$ cat src/rtl/vgaconsole_pkg.sv
// rtl/vgaconsole_pkg.sv - shared constants and types for the VGA console terminal controller
//
// Purpose: geometry of the text buffer, blank-fill attributes, control code
// values, the controller state enum and the cursor command enum.
package vgaconsole_pkg;

  localparam int NUM_ROWS         = 3;
  localparam int NUM_COLS         = 10;
  localparam int NUM_CHARS        = NUM_ROWS * NUM_COLS;
  localparam int ROWS_ADDR_WIDTH  = (NUM_ROWS  > 1) ? $clog2(NUM_ROWS)  : 1;
  localparam int COLS_ADDR_WIDTH  = (NUM_COLS  > 1) ? $clog2(NUM_COLS)  : 1;
  localparam int CHARS_ADDR_WIDTH = (NUM_CHARS > 1) ? $clog2(NUM_CHARS) : 1;

  localparam logic [2:0] DEFAULT_TEXT_COLOR = 3'b010;
  localparam logic [6:0] BLANK_CHAR         = 7'h20;
  localparam logic [9:0] BLANK_CELL         = {DEFAULT_TEXT_COLOR, BLANK_CHAR};

  localparam logic [7:0] CHAR_BS     = 8'h08;
  localparam logic [7:0] CHAR_LF     = 8'h0A;
  localparam logic [7:0] CHAR_FF     = 8'h0C;
  localparam logic [7:0] CHAR_CR     = 8'h0D;
  localparam logic [7:0] PRINT_FIRST = 8'h20;
  localparam logic [7:0] PRINT_LAST  = 8'h7E;

  typedef enum logic [1:0] {
    ST_IDLE,
    ST_SCROLL_COPY,
    ST_SCROLL_CLEAR,
    ST_CLEAR
  } state_e;

  typedef enum logic [2:0] {
    CUR_NONE,
    CUR_ADVANCE,  // col+1, wrapping to col 0 with a newline
    CUR_LF,       // col 0 and newline
    CUR_CR,       // col 0
    CUR_BACK,     // col-1 unless already at col 0
    CUR_HOME      // (0,0)
  } cur_cmd_e;

  function automatic logic is_printable(input logic [7:0] c);
    return (c >= PRINT_FIRST) && (c <= PRINT_LAST);
  endfunction

endpackage

$ cat src/rtl/vgaconsole_cursor.sv
// rtl/vgaconsole_cursor.sv - text cursor row/column registers
//
// Purpose: holds the cursor position and applies one command per cycle.
// A newline on the last row leaves the row unchanged; the controller is
// responsible for scrolling the buffer in that case.
// Ports:
//   clk, rst_n    clock, asynchronous active-low reset (cursor -> (0,0))
//   cmd           cursor command for this cycle
//   row, col      current cursor position
//   at_last_col   col == NUM_COLS-1
//   at_last_row   row == NUM_ROWS-1
//   addr          linear buffer address row*NUM_COLS+col
module vgaconsole_cursor
  import vgaconsole_pkg::*;
(
  input  logic                        clk,
  input  logic                        rst_n,
  input  cur_cmd_e                    cmd,
  output logic [ROWS_ADDR_WIDTH-1:0]  row,
  output logic [COLS_ADDR_WIDTH-1:0]  col,
  output logic                        at_last_col,
  output logic                        at_last_row,
  output logic [CHARS_ADDR_WIDTH-1:0] addr
);

  localparam logic [ROWS_ADDR_WIDTH-1:0]  LAST_ROW   = ROWS_ADDR_WIDTH'(NUM_ROWS - 1);
  localparam logic [COLS_ADDR_WIDTH-1:0]  LAST_COL   = COLS_ADDR_WIDTH'(NUM_COLS - 1);
  localparam logic [ROWS_ADDR_WIDTH-1:0]  ROW_ONE    = ROWS_ADDR_WIDTH'(1);
  localparam logic [COLS_ADDR_WIDTH-1:0]  COL_ONE    = COLS_ADDR_WIDTH'(1);
  localparam logic [CHARS_ADDR_WIDTH-1:0] ROW_STRIDE = CHARS_ADDR_WIDTH'(NUM_COLS);

  logic [ROWS_ADDR_WIDTH-1:0] row_q, row_d;
  logic [COLS_ADDR_WIDTH-1:0] col_q, col_d;

  assign row         = row_q;
  assign col         = col_q;
  assign at_last_col = (col_q == LAST_COL);
  assign at_last_row = (row_q == LAST_ROW);
  assign addr        = CHARS_ADDR_WIDTH'(row_q) * ROW_STRIDE + CHARS_ADDR_WIDTH'(col_q);

  always_comb begin
    row_d = row_q;
    col_d = col_q;
    case (cmd)
      CUR_ADVANCE: begin
        if (at_last_col) begin
          col_d = '0;
          if (!at_last_row) row_d = row_q + ROW_ONE;
        end else begin
          col_d = col_q + COL_ONE;
        end
      end
      CUR_LF: begin
        col_d = '0;
        if (!at_last_row) row_d = row_q + ROW_ONE;
      end
      CUR_CR:   col_d = '0;
      CUR_BACK: if (col_q != '0) col_d = col_q - COL_ONE;
      CUR_HOME: begin
        row_d = '0;
        col_d = '0;
      end
      default: ;
    endcase
  end

  always_ff @(posedge clk or negedge rst_n) begin
    if (!rst_n) begin
      row_q <= '0;
      col_q <= '0;
    end else begin
      row_q <= row_d;
      col_q <= col_d;
    end
  end

endmodule

$ cat src/rtl/vgaconsole_term_ctrl.sv
// rtl/vgaconsole_term_ctrl.sv - terminal write controller for the VGA text buffer
//
// Purpose: accepts a byte stream, places printables at the cursor, handles
// LF/CR/BS/FF, and sequences scroll (row copy + last-row blank) and full
// screen clears into the text buffer. A clear runs automatically after reset.
// Ports:
//   clk, rst_n             clock, asynchronous active-low reset
//   in_valid/in_ready      byte handshake; bytes accepted only in IDLE
//   in_char, in_color      byte and colour for printables
//   buf_we/addr/wdata      registered buffer write port
//   buf_raddr/buf_rdata    combinational buffer read port (scroll copy)
//   cursor_row/cursor_col  cursor position
//   busy                   controller is sequencing a scroll or clear
module vgaconsole_term_ctrl
  import vgaconsole_pkg::*;
(
  input  logic                        clk,
  input  logic                        rst_n,
  input  logic                        in_valid,
  output logic                        in_ready,
  input  logic [7:0]                  in_char,
  input  logic [2:0]                  in_color,
  output logic                        buf_we,
  output logic [CHARS_ADDR_WIDTH-1:0] buf_addr,
  output logic [9:0]                  buf_wdata,
  output logic [CHARS_ADDR_WIDTH-1:0] buf_raddr,
  input  logic [9:0]                  buf_rdata,
  output logic [ROWS_ADDR_WIDTH-1:0]  cursor_row,
  output logic [COLS_ADDR_WIDTH-1:0]  cursor_col,
  output logic                        busy
);

  localparam logic [CHARS_ADDR_WIDTH-1:0] IDX_ONE    = CHARS_ADDR_WIDTH'(1);
  localparam logic [CHARS_ADDR_WIDTH-1:0] COLS_OFF   = CHARS_ADDR_WIDTH'(NUM_COLS);
  localparam logic [CHARS_ADDR_WIDTH-1:0] COPY_LAST  = CHARS_ADDR_WIDTH'((NUM_ROWS - 1) * NUM_COLS - 1);
  localparam logic [CHARS_ADDR_WIDTH-1:0] CHARS_LAST = CHARS_ADDR_WIDTH'(NUM_CHARS - 1);

  state_e                        state_q, state_d;
  logic [CHARS_ADDR_WIDTH-1:0]   idx_q, idx_d;
  logic                          buf_we_q, buf_we_d;
  logic [CHARS_ADDR_WIDTH-1:0]   buf_addr_q, buf_addr_d;
  logic [9:0]                    buf_wdata_q, buf_wdata_d;
  logic [CHARS_ADDR_WIDTH-1:0]   raddr_c;

  cur_cmd_e                      cur_cmd;
  logic                          cur_at_last_col;
  logic                          cur_at_last_row;
  logic [CHARS_ADDR_WIDTH-1:0]   cur_addr;

  vgaconsole_cursor u_cursor (
    .clk         (clk),
    .rst_n       (rst_n),
    .cmd         (cur_cmd),
    .row         (cursor_row),
    .col         (cursor_col),
    .at_last_col (cur_at_last_col),
    .at_last_row (cur_at_last_row),
    .addr        (cur_addr)
  );

  assign in_ready  = (state_q == ST_IDLE);
  assign busy      = (state_q != ST_IDLE);
  assign buf_we    = buf_we_q;
  assign buf_addr  = buf_addr_q;
  assign buf_wdata = buf_wdata_q;
  assign buf_raddr = raddr_c;

  always_comb begin
    state_d     = state_q;
    idx_d       = idx_q;
    buf_we_d    = 1'b0;
    buf_addr_d  = buf_addr_q;
    buf_wdata_d = buf_wdata_q;
    raddr_c     = '0;
    cur_cmd     = CUR_NONE;

    case (state_q)
      ST_IDLE: begin
        if (in_valid) begin
          if (is_printable(in_char)) begin
            buf_we_d    = 1'b1;
            buf_addr_d  = cur_addr;
            buf_wdata_d = {in_color, in_char[6:0]};
            cur_cmd     = CUR_ADVANCE;
            // Wrapping off the bottom-right cell scrolls the screen.
            if (cur_at_last_col && cur_at_last_row) begin
              state_d = ST_SCROLL_COPY;
              idx_d   = '0;
            end
          end else begin
            case (in_char)
              CHAR_LF: begin
                cur_cmd = CUR_LF;
                if (cur_at_last_row) begin
                  state_d = ST_SCROLL_COPY;
                  idx_d   = '0;
                end
              end
              CHAR_CR: cur_cmd = CUR_CR;
              CHAR_BS: begin
                if (cursor_col != '0) begin
                  cur_cmd     = CUR_BACK;
                  buf_we_d    = 1'b1;
                  buf_addr_d  = cur_addr - IDX_ONE;
                  buf_wdata_d = BLANK_CELL;
                end
              end
              CHAR_FF: begin
                cur_cmd = CUR_HOME;
                state_d = ST_CLEAR;
                idx_d   = '0;
              end
              default: ;
            endcase
          end
        end
      end

      // Read cell idx+NUM_COLS now; the registered write lands it at idx
      // next cycle, always behind the read pointer so no hazard exists.
      ST_SCROLL_COPY: begin
        raddr_c     = idx_q + COLS_OFF;
        buf_we_d    = 1'b1;
        buf_addr_d  = idx_q;
        buf_wdata_d = buf_rdata;
        idx_d       = idx_q + IDX_ONE;
        if (idx_q == COPY_LAST) state_d = ST_SCROLL_CLEAR;
      end

      // Scroll-clear continues from the first cell of the last row; a full
      // clear starts from 0. Both end on the last cell.
      ST_SCROLL_CLEAR, ST_CLEAR: begin
        buf_we_d    = 1'b1;
        buf_addr_d  = idx_q;
        buf_wdata_d = BLANK_CELL;
        if (idx_q == CHARS_LAST) begin
          state_d = ST_IDLE;
          idx_d   = '0;
        end else begin
          idx_d = idx_q + IDX_ONE;
        end
      end

      default: state_d = ST_CLEAR;
    endcase
  end

  always_ff @(posedge clk or negedge rst_n) begin
    if (!rst_n) begin
      state_q     <= ST_CLEAR;
      idx_q       <= '0;
      buf_we_q    <= 1'b0;
      buf_addr_q  <= '0;
      buf_wdata_q <= '0;
    end else begin
      state_q     <= state_d;
      idx_q       <= idx_d;
      buf_we_q    <= buf_we_d;
      buf_addr_q  <= buf_addr_d;
      buf_wdata_q <= buf_wdata_d;
    end
  end

endmodule
$ cat config.mk
export PLATFORM = sky130hd
export DESIGN_NAME = vgaconsole_term_ctrl
export DESIGN_NICKNAME = d
export VERILOG_FILES = /design/src/rtl/vgaconsole_pkg.sv /design/src/rtl/vgaconsole_cursor.sv /design/src/rtl/vgaconsole_term_ctrl.sv
export SDC_FILE = /design/constraint.sdc
export NUM_CORES = 1
export LEC_CHECK = 0
export ABC_AREA = 0
export ABC_CLOCK_PERIOD_IN_PS = 7150
export CORE_ASPECT_RATIO = 1.2
export CORE_MARGIN = 3
export CORE_UTILIZATION = 54
export DETAILED_ROUTE_END_ITERATION = 16
export GPL_TIMING_DRIVEN = 0
export PLACE_DENSITY = 0.85
export SLEW_MARGIN = 40
export SYNTH_ARGS = -nofsm -noshare
export SYNTH_HDL_FRONTEND = slang
export SYNTH_SLANG_ARGS = --single-unit
$ cat constraint.sdc
create_clock -name clk -period 7.15 [get_ports clk]
set_clock_uncertainty 0.2 [all_clocks]
set_input_delay 2.145 -clock clk [delete_from_list [all_inputs] [get_ports clk]]
set_output_delay 2.145 -clock clk [all_outputs]
set_load 0.05 [all_outputs]
=== After elaboration in Yosys (flattened, before gate mapping) ===
Index checks and enable logic that the tools add are counted.

* $add $sub $neg: 7
* Multipliers: 1
* Divide/modulo/power cells: 0
* $lt $le $gt $ge: 2
* Equality and inequality tests: 26
* Shift-type cells: 0
* Muxes and demuxes: 42
* Bitwise operators: 0
* Reduce and logical (&&, ||, !) cells: 15

{| class="wikitable"
|+ Operator list
! cell !! count
|-
| $mux 5 || 10
|-
| $mux 10 || 4
|-
| $eq 8x4->1 const B || 4
|-
| $pmux 10 s3 || 1
|-
| $pmux 5 s2 || 2
|-
| $mux 2 || 8
|-
| $pmux 5 s3 || 1
|-
| $mux 3 || 4
|-
| $pmux 2 s3 || 2
|-
| $pmux 3 s4 || 1
|-
| $pmux 4 s3 || 1
|-
| $eq 5x5->1 const B || 2
|-
| $ne 2x2->1 const B || 5
|-
| $ge 8x6->1 const B || 1
|-
| $le 8x7->1 const B || 1
|-
| $mux 4 || 2
|-
| $eq 2x2->1 const B || 3
|-
| $eq 3x2->1 const B || 2
|-
| $eq 3x3->1 const B || 2
|-
| $ne 3x1->1 const B || 2
|-
| $reduce_and 6->1 || 1
|-
| $reduce_bool 3->1 || 2
|-
| $reduce_or 3->1 || 2
|-
| $add 5x1->5 const B || 1
|-
| other kinds (24) || 29
|}

* Bits in registers: 29
* Bits in latches: 0
* Memory bits (writable): 0
* Bits in read-only memories: 0
* Bits of input ports: 24
* Output and inout bits: 29
* Logic and storage cells: 100
* Memories: 0

=== Depth between registers and ports, before layout ===
Gate-level depths: netlist of run 1.

* Word-level depth: 10
* Mapped depth: 8
* Mapped depth without buffers: 7

=== Cells and area by module ===
Synthesis of run 1 repeated with hierarchy kept, for this count alone.

* Cell total of the unflattened synthesis: 232
* Area total of the unflattened synthesis: 2250.9 um^2

{| class="wikitable"
|+ By module, submodules not included
! module !! instances !! cells an instance !! area each (um^2) !! seq. area each (um^2)
|-
| vgaconsole_term_ctrl || 1 || 154 || 1549.0 || 578.1
|-
| vgaconsole_cursor || 1 || 78 || 701.9 || 150.1
|}

=== Worst setup path after synthesis of run 1 ===
No wires, ideal clock.

* Path kind: flip-flop to output port
* Start: register state_q[1]
* End: output in_ready
* Arrival: 1.678 ns
* Data required time: 4.805 ns
* Setup slack: 3.127 ns
* Cell stages (with the launch flop): 5
* Cell sequence: dfstp_2 or2_2 clkbuf_1 inv_1 buf_2

* Cells in the longest elaborated chain, start to end: 1

{| class="wikitable"
|+ RTL lines
! what !! RTL line !! text
|-
| from (decl) || vgaconsole_term_ctrl.sv:38 || <nowiki>state_e state_q, state_d;</nowiki>
|-
| from (signal assigned) || vgaconsole_term_ctrl.sv:156 || <nowiki>state_q <= state_d;</nowiki>
|-
| $logic_not 2->1 || vgaconsole_term_ctrl.sv:61 || <nowiki>assign in_ready = (state_q == ST_IDLE);</nowiki>
|-
| to (decl) || vgaconsole_term_ctrl.sv:20 || <nowiki>output logic in_ready,</nowiki>
|}

No other way between the ends.

=== Worst setup path after layout of run 1 ===
* Start: register state_q[0]
* End: output buf_raddr[2]

* Cells in the longest elaborated chain, start to end: 2

{| class="wikitable"
|+ RTL lines
! what !! RTL line !! text
|-
| $eq 2x1->1 || vgaconsole_term_ctrl.sv:77 || <nowiki>case (state_q)</nowiki>
|-
| $mux 5 || vgaconsole_term_ctrl.sv:77 ||
|-
| to (decl) || vgaconsole_term_ctrl.sv:26 || <nowiki>output logic [CHARS_ADDR_WIDTH-1:0] buf_raddr,</nowiki>
|}

No other way between the ends.

==> impl_metrics.py, run 1 <==
metrics = {
    "global_route": {
        "grt_max_degree": 30,
        "grtUsageMet3": 0.0433,
        "grt_overflow": 0,
        "grt_pass1_wl_um": 8780,
        "grt_pass1_vias": 1888,
        "track_usage": 0.234,
        "use_met2": 0.405,
        "antenna_found_initial": 0,
        "grtUsageMet1": 0.292,
        "top_usage_layer": "met2",
    },
    "layout": {
        "insertedDiodeCount": 0,
        "nFillCells": 301,
        "layout_commonest_cell": "clkdlybuf4s50_1",
        "fin_nets": 329,
        "drive_gt1_frac": 0.116,
        "utilization": 0.758,
        "layout_common_cells": "clkdlybuf4s50_1, dfrtp_1, nand2_1",
        "area_growth_pct": 31.2,
    },
    "timing": {
        "setup_ws_ns": 2.40,
        "fin_crit_ns": 4.75,
        "rsz0062_at_grt": "no",
        "timing.slew.headroom": 0.559,
        "setup_viol": 0,
        "clock.fmax_mhz": 210,
        "hold_viol_final": 0,
        "tightest_slew_ns": 0.662,
        "maxSlewViolCount": 0,
        "period_share": 0.665,
        "setup_tns_ns": 0,
    },
    "hold_path": {
        "worstHoldStart": "buf_wdata[3]",
        "hold_path.class": "reg -> reg",
        "holdPathEnd": "buf_wdata[3]",
        "hold_depth": 1,
    },
    "power_and_ir_drop": {
        "clock_power_share": 0.170,
        "sw_frac_of_total": 0.441,
        "net-switching-power_uw": 359,
        "cellInternalPower_uw": 454,
        "seq_power_share": 0.291,
        "ir_drop_mv": 0.236,
        "power.density_mw_per_mm2": 288,
        "pwr-share-comb": 0.539,
        "p_leak_nw": 1.20,
    },
    "yosys": {
        "synth_fp_nets": 270,
        "ys.flop_type": "dfrtp_1",
        "async_flop_share": 1.00,
        "synthCells": 233,
        "synth_cell_types": 58,
        "ys_seq_area_frac": 0.339,
        "yosysTopAreaCell": "dfrtp_1",
        "synth_area_per_cell_um2": 9.23,
        "syn_area_mm2": 0.00215,
        "synth-edff-count": 0,
        "ys_seq_elements": 29,
        "netlist.area_leader.share": 0.314,
        "yosys-top-cells-area": "dfrtp_1, ha_1, mux2_2",
        "ys.warnings.count": 0,
    },
    "status": {
        "outcome": "complete, no violations",
    },
    "placement": {
        "io_buffers": 52,
        "dpl.hpwl_um": 4180,
        "place.gp.congestion": 0.876,
        "pre_cts_ws_ns": 2.34,
    },
    "clocking": {
        "clkSinkCount": 29,
        "hold_buffers": 0,
        "cts_buffers": 5,
        "cts-htree-levels": 2,
        "clk_pin_slew_ns": 0.06,
        "cts_tree": "done",
        "cts.path.max_buffers": 2,
        "postCtsSetupBuffers": 0,
        "ctsRootBufferMaster": "clkbuf_8",
        "clk_latency_ns": 0.28,
        "cts-resized-gates": 0,
    },
    "routing": {
        "drcViolationCount": 0,
        "wire_per_inst_um": 15.6,
        "vias": 2031,
        "drtPass1Iterations": 4,
        "wl_um": 5370,
        "antenna_left": 0,
        "initialDrtViolationCount": 128,
        "viasPerCell": 5.89,
    },
    "die": {
        "fp.coreArea_mm2": 0.00372,
        "row_count": 24,
        "die_x_um": 63.6,
        "dieArea_mm2": 0.00478,
        "die_h_um": 75.1,
        "ios": 53,
        "start_util": 0.578,
    },
    "critical_path": {
        "end_kind": "output port",
        "arrival_ns": 2.41,
        "worstSetupPathType": "reg -> out",
        "required_ns": 4.81,
        "r2r.worst_path.cells": 7,
        "critPathMaxFanout": 10,
        "critPathLaunchType": "flip-flop",
        "r2r_end": "u_cursor.row[0]",
        "r2r-start": "u_cursor.col[0]",
        "regToRegSetupSlack_ns": 4.53,
    },
    "run": {
        "maxCapViolations": 0,
    },
}
[flip-flops by register name, indices dropped and copies added, names as in the netlist]
register / cells
u_cursor.col: 4
buf_wdata: 10
idx_q: 5
buf_addr: 5
state_q: 2
u_cursor.row: 2
buf_we: 1
[stage by stage]
step | hold WS, ns | power, mW | std cells | area (um^2)
floorplan | 0.320 | 0.542 | 233 | 2150
global placement | 0.289 | 0.671 | 337 | 2740
detailed placement | 0.295 | 0.679 | 337 | 2730
CTS | 0.310 | 0.820 | 345 | 2820
global route | 0.332 | 0.865 | 345 | 2820
finish | 0.306 | 0.813 | 345 | 2820
[final cells by class]
class / count / area (um^2) / area share
tap: 52 / 65.1 / 0.0231
inverter: 15 / 56.3 / 0.0200
sequential: 29 / 728 / 0.258
timing repair buffer: 52 / 515 / 0.183
clock buffer: 8 / 90.1 / 0.0319
multi-input combinational: 180 / 1320 / 0.469
buffer: 9 / 43.8 / 0.0155
[cell families after synthesis]
| kind of cell | share of synthesized area |
|---|---|
| AO/OA/AOI/OAI | 0.232 |
| XOR/XNOR | 0.0367 |
| adder cells (fa/ha/maj) | 0.0791 |
| buffers and inverters | 0.0465 |
| flip-flops | 0.339 |
| multiplexers | 0.0762 |
| AND/OR/NAND/NOR | 0.191 |
[power groups by stage]
| stage | Combinational (mW) | Clock [mW] | Sequential [mW] |
|---|---|---|---|
| CTS | 0.440 | 0.142 | 0.237 |
| finish | 0.438 | 0.138 | 0.237 |
| global placement | 0.432 | 0 | 0.238 |
| floorplan | 0.185 | 0 | 0.357 |
| global route | 0.473 | 0.149 | 0.244 |
| detailed placement | 0.439 | 0 | 0.240 |
[synthesized netlist by cell type, types with 3 or more instances]
cell        n
dfrtp_1    27
nand2_1    18
inv_1      15
a21oi_1    12
ha_1       12
nor2_1     12
mux2_2     11
o21ai_0    10
a22o_1      8
clkbuf_1    6
xnor2_1     6
a31oi_1     5
nor4_1      5
o2bb2ai_1   5
mux2i_1     4
nand3_1     4
nor3_1      4
a21o_1      3
and2_1      3
nand2b_1    3
nor3b_1     3
o21a_1      3
o22ai_1     3
or2_2       3
xor2_1      3
[worst max path at each step]
stage                           from            to  slack, ns  cells past startpoint
after floorplan           state_q[1]      in_ready       3.13                      4
after global placement    in_char[5]  buf_wdata[2]       2.37                      7
after detailed placement  in_char[5]  buf_wdata[6]       2.34                      7
after CTS                 state_q[0]  buf_raddr[2]       2.40                      5
after global routing      state_q[0]  buf_raddr[2]       2.28                      5
final                     state_q[0]  buf_raddr[2]       2.40                      5
[worst max-delay path, stage by stage, from the launching register on]
cell and delay [ns]:
dfstp_2 0.55, inv_1 0.08, nor2_1 0.14, clkbuf_1 0.38
and2_1 0.19, clkdlybuf4s50_1 0.79
[per-layer routing]
layer | part of all wire | vias up | routed length [um]
met1 | 0.42 | 967 | 2250
met3 | 0.042 | 11 | 225
met5 | 0 | - | 0
li1 | - | 998 | -
met4 | 0.021 | 0 | 110
met2 | 0.52 | 55 | 2780
(Power assumes the default switching activity.)
==> inputs of run 2 (changes only) <==
--- a/config.mk
+++ b/config.mk
@@ -6,13 +6,13 @@
 export NUM_CORES = 1
 export LEC_CHECK = 0
 export ABC_AREA = 0
-export ABC_CLOCK_PERIOD_IN_PS = 7150
+export ABC_CLOCK_PERIOD_IN_PS = 4000
 export CORE_ASPECT_RATIO = 1.2
 export CORE_MARGIN = 3
-export CORE_UTILIZATION = 54
+export CORE_UTILIZATION = 45
 export DETAILED_ROUTE_END_ITERATION = 16
 export GPL_TIMING_DRIVEN = 0
-export PLACE_DENSITY = 0.85
+export PLACE_DENSITY = 0.76
 export SLEW_MARGIN = 40
 export SYNTH_ARGS = -nofsm -noshare
 export SYNTH_HDL_FRONTEND = slang
==> constraint.sdc (replaced) <==
create_clock -name clk -period 4 [get_ports clk]
set_clock_uncertainty 0.2 [all_clocks]
set_input_delay 1.2 -clock clk [delete_from_list [all_inputs] [get_ports clk]]
set_output_delay 1.2 -clock clk [all_outputs]
set_load 0.05 [all_outputs]
==> run 2 against run 1 <==
- sequential share of layout area barely moved
- global-route usage is 3.3 points lower
- critical path depth did not move
- utilization is 12 points lower
- critical path type unchanged
- critical endpoint is now buf_raddr[0]
- final cell count grew 1.2%
==> impl_metrics.py, run 2 (synthesis results as in run 1) <==
metrics = {
    "status": {
        "outcome": "complete, no violations",
    },
    "global_route": {
        "track_usage": 0.201,
        "antenna_found_initial": 0,
        "grt_max_degree": 30,
        "grt_pass1_wl_um": 9200,
        "grt_overflow": 0,
        "grt_pass1_vias": 1960,
    },
    "timing": {
        "hold_viol_final": 0,
        "maxSlewViolCount": 0,
        "timing.slew.headroom": 0.500,
        "fin_crit_ns": 3.86,
        "holdWs_ns": 0.306,
        "period_share": 0.965,
        "setup_tns_ns": 0,
        "rsz0062_at_grt": "no",
        "clock.fmax_mhz": 259,
        "setup_viol": 0,
        "tightest_slew_ns": 0.740,
    },
    "routing": {
        "antenna_left": 0,
        "initialDrtViolationCount": 98,
        "drcViolationCount": 0,
        "wl_um": 5490,
        "viasPerCell": 5.75,
        "drtPass1Iterations": 5,
        "vias": 2007,
        "wire_per_inst_um": 15.7,
    },
    "die": {
        "row_count": 26,
        "dieArea_mm2": 0.00565,
        "fp.coreArea_mm2": 0.00442,
        "die_h_um": 81.7,
        "start_util": 0.486,
        "die_x_um": 69.1,
        "ios": 53,
    },
    "power_and_ir_drop": {
        "p_leak_nw": 1.20,
        "ir_drop_mv": 0.414,
        "power.density_mw_per_mm2": 512,
        "total_power_mw": 1.44,
    },
    "critical_path": {
        "required_ns": 2.60,
        "slowest_delay_ns": 0.79,
        "critPathLaunchType": "flip-flop",
        "arrival_ns": 2.46,
        "critPathMaxFanout": 10,
        "cp_num_buf_inv": 3,
        "cpLargestDelayFamily": "buffers and inverters",
        "end_kind": "output port",
        "worstSetupPathType": "reg -> out",
        "slowest_stage": "clkdlybuf4s50_1",
        "path_cells": "inv_1 > nor2_1 > clkbuf_1 > and2_1 > clkdlybuf4s50_1",
    },
    "clocking": {
        "clk_pin_slew_ns": 0.07,
        "cts.path.max_buffers": 2,
        "cts-resized-gates": 0,
        "cts-htree-levels": 2,
        "cts_tree": "done",
        "clk_latency_ns": 0.28,
        "hold_buffers": 0,
        "ctsRootBufferMaster": "clkbuf_8",
        "clkSinkCount": 29,
        "postCtsSetupBuffers": 0,
        "cts_buffers": 5,
    },
    "layout": {
        "layout_common_cells": "clkdlybuf4s50_1, dfrtp_1, nand2_1",
        "insertedDiodeCount": 0,
        "area_growth_pct": 31.1,
        "largest_reg_flops": 10,
        "drive_gt1_frac": 0.119,
        "layout_commonest_cell": "clkdlybuf4s50_1",
        "utilization": 0.637,
        "fin_nets": 329,
    },
    "run": {
        "maxCapViolations": 0,
    },
    "hold_path": {
        "hold_path.class": "reg -> reg",
    },
    "placement": {
        "dpl.hpwl_um": 4290,
        "io_buffers": 52,
        "place.gp.congestion": 0.867,
    },
}
==> run 2: worst reg2reg max path, delay by kind of cell (launching register included) <==
kind	cells	cell delay, ns
AOI/OAI and AO/OA	4	0.82
DFF	1	0.47
and+or+nand+nor	1	0.63
buffers and inverters	1	0.23
adders and majority gates	1	0.25
==> run 2: final timing paths <==
path / startpoint / endpoint / slack [ns] / cells past startpoint
worst min register to register: buf_wdata[3] / buf_wdata[3] / 0.31 / 1
worst max register to register: u_cursor.col[0] / u_cursor.row[0] / 1.29 / 7
worst max-delay path: state_q[0] / buf_raddr[0] / 0.14 / 5
max in group asynchronous: rst_n / u_cursor.row[1] / 2.41 / 1
worst min-delay path: buf_wdata[3] / buf_wdata[3] / 0.31 / 1
min in group asynchronous: rst_n / buf_addr[0] / 0.75 / 1
==> run 2: routing by layer <==
metal | vias to the layer above | global-route usage | part of all wire | wire length [um]
li1 | 990 | - | - | -
met1 | 961 | 0.248 | 0.43 | 2370
met2 | 49 | 0.356 | 0.51 | 2810
met3 | 7 | 0.0355 | 0.043 | 237
met4 | 0 | 0.0723 | 0.012 | 68
met5 | - | 0 | 0 | 0
==> run 2: power breakdown <==
group          switching, mW  internal [mW]  leakage (nW)
sequential            0.0652          0.361         0.365
combinational          0.472          0.312         0.787
clock                  0.114          0.120        0.0450
==> run 2: layout make-up <==
cell class | instances | area, um^2
plain buffers | 9 | 43.8
clock buffers | 6 | 72.6
clock inverters | 2 | 10.0
fillers | 417 | 1610
inverters | 15 | 56.3
multi-input cells | 180 | 1320
flip-flops and latches | 29 | 728
well taps | 56 | 70.1
repair buffers | 52 | 515
==> run 2: stage by stage <==
step / area (um^2) / setup slack, ns / instances
final: 2820 / 0.139 / 349
after detailed placement: 2740 / 0.121 / 341
after global routing: 2820 / 0.0333 / 349
after CTS: 2820 / 0.119 / 349
after global placement: 2740 / 0.139 / 341
after floorplan: 2150 / 0.922 / 233
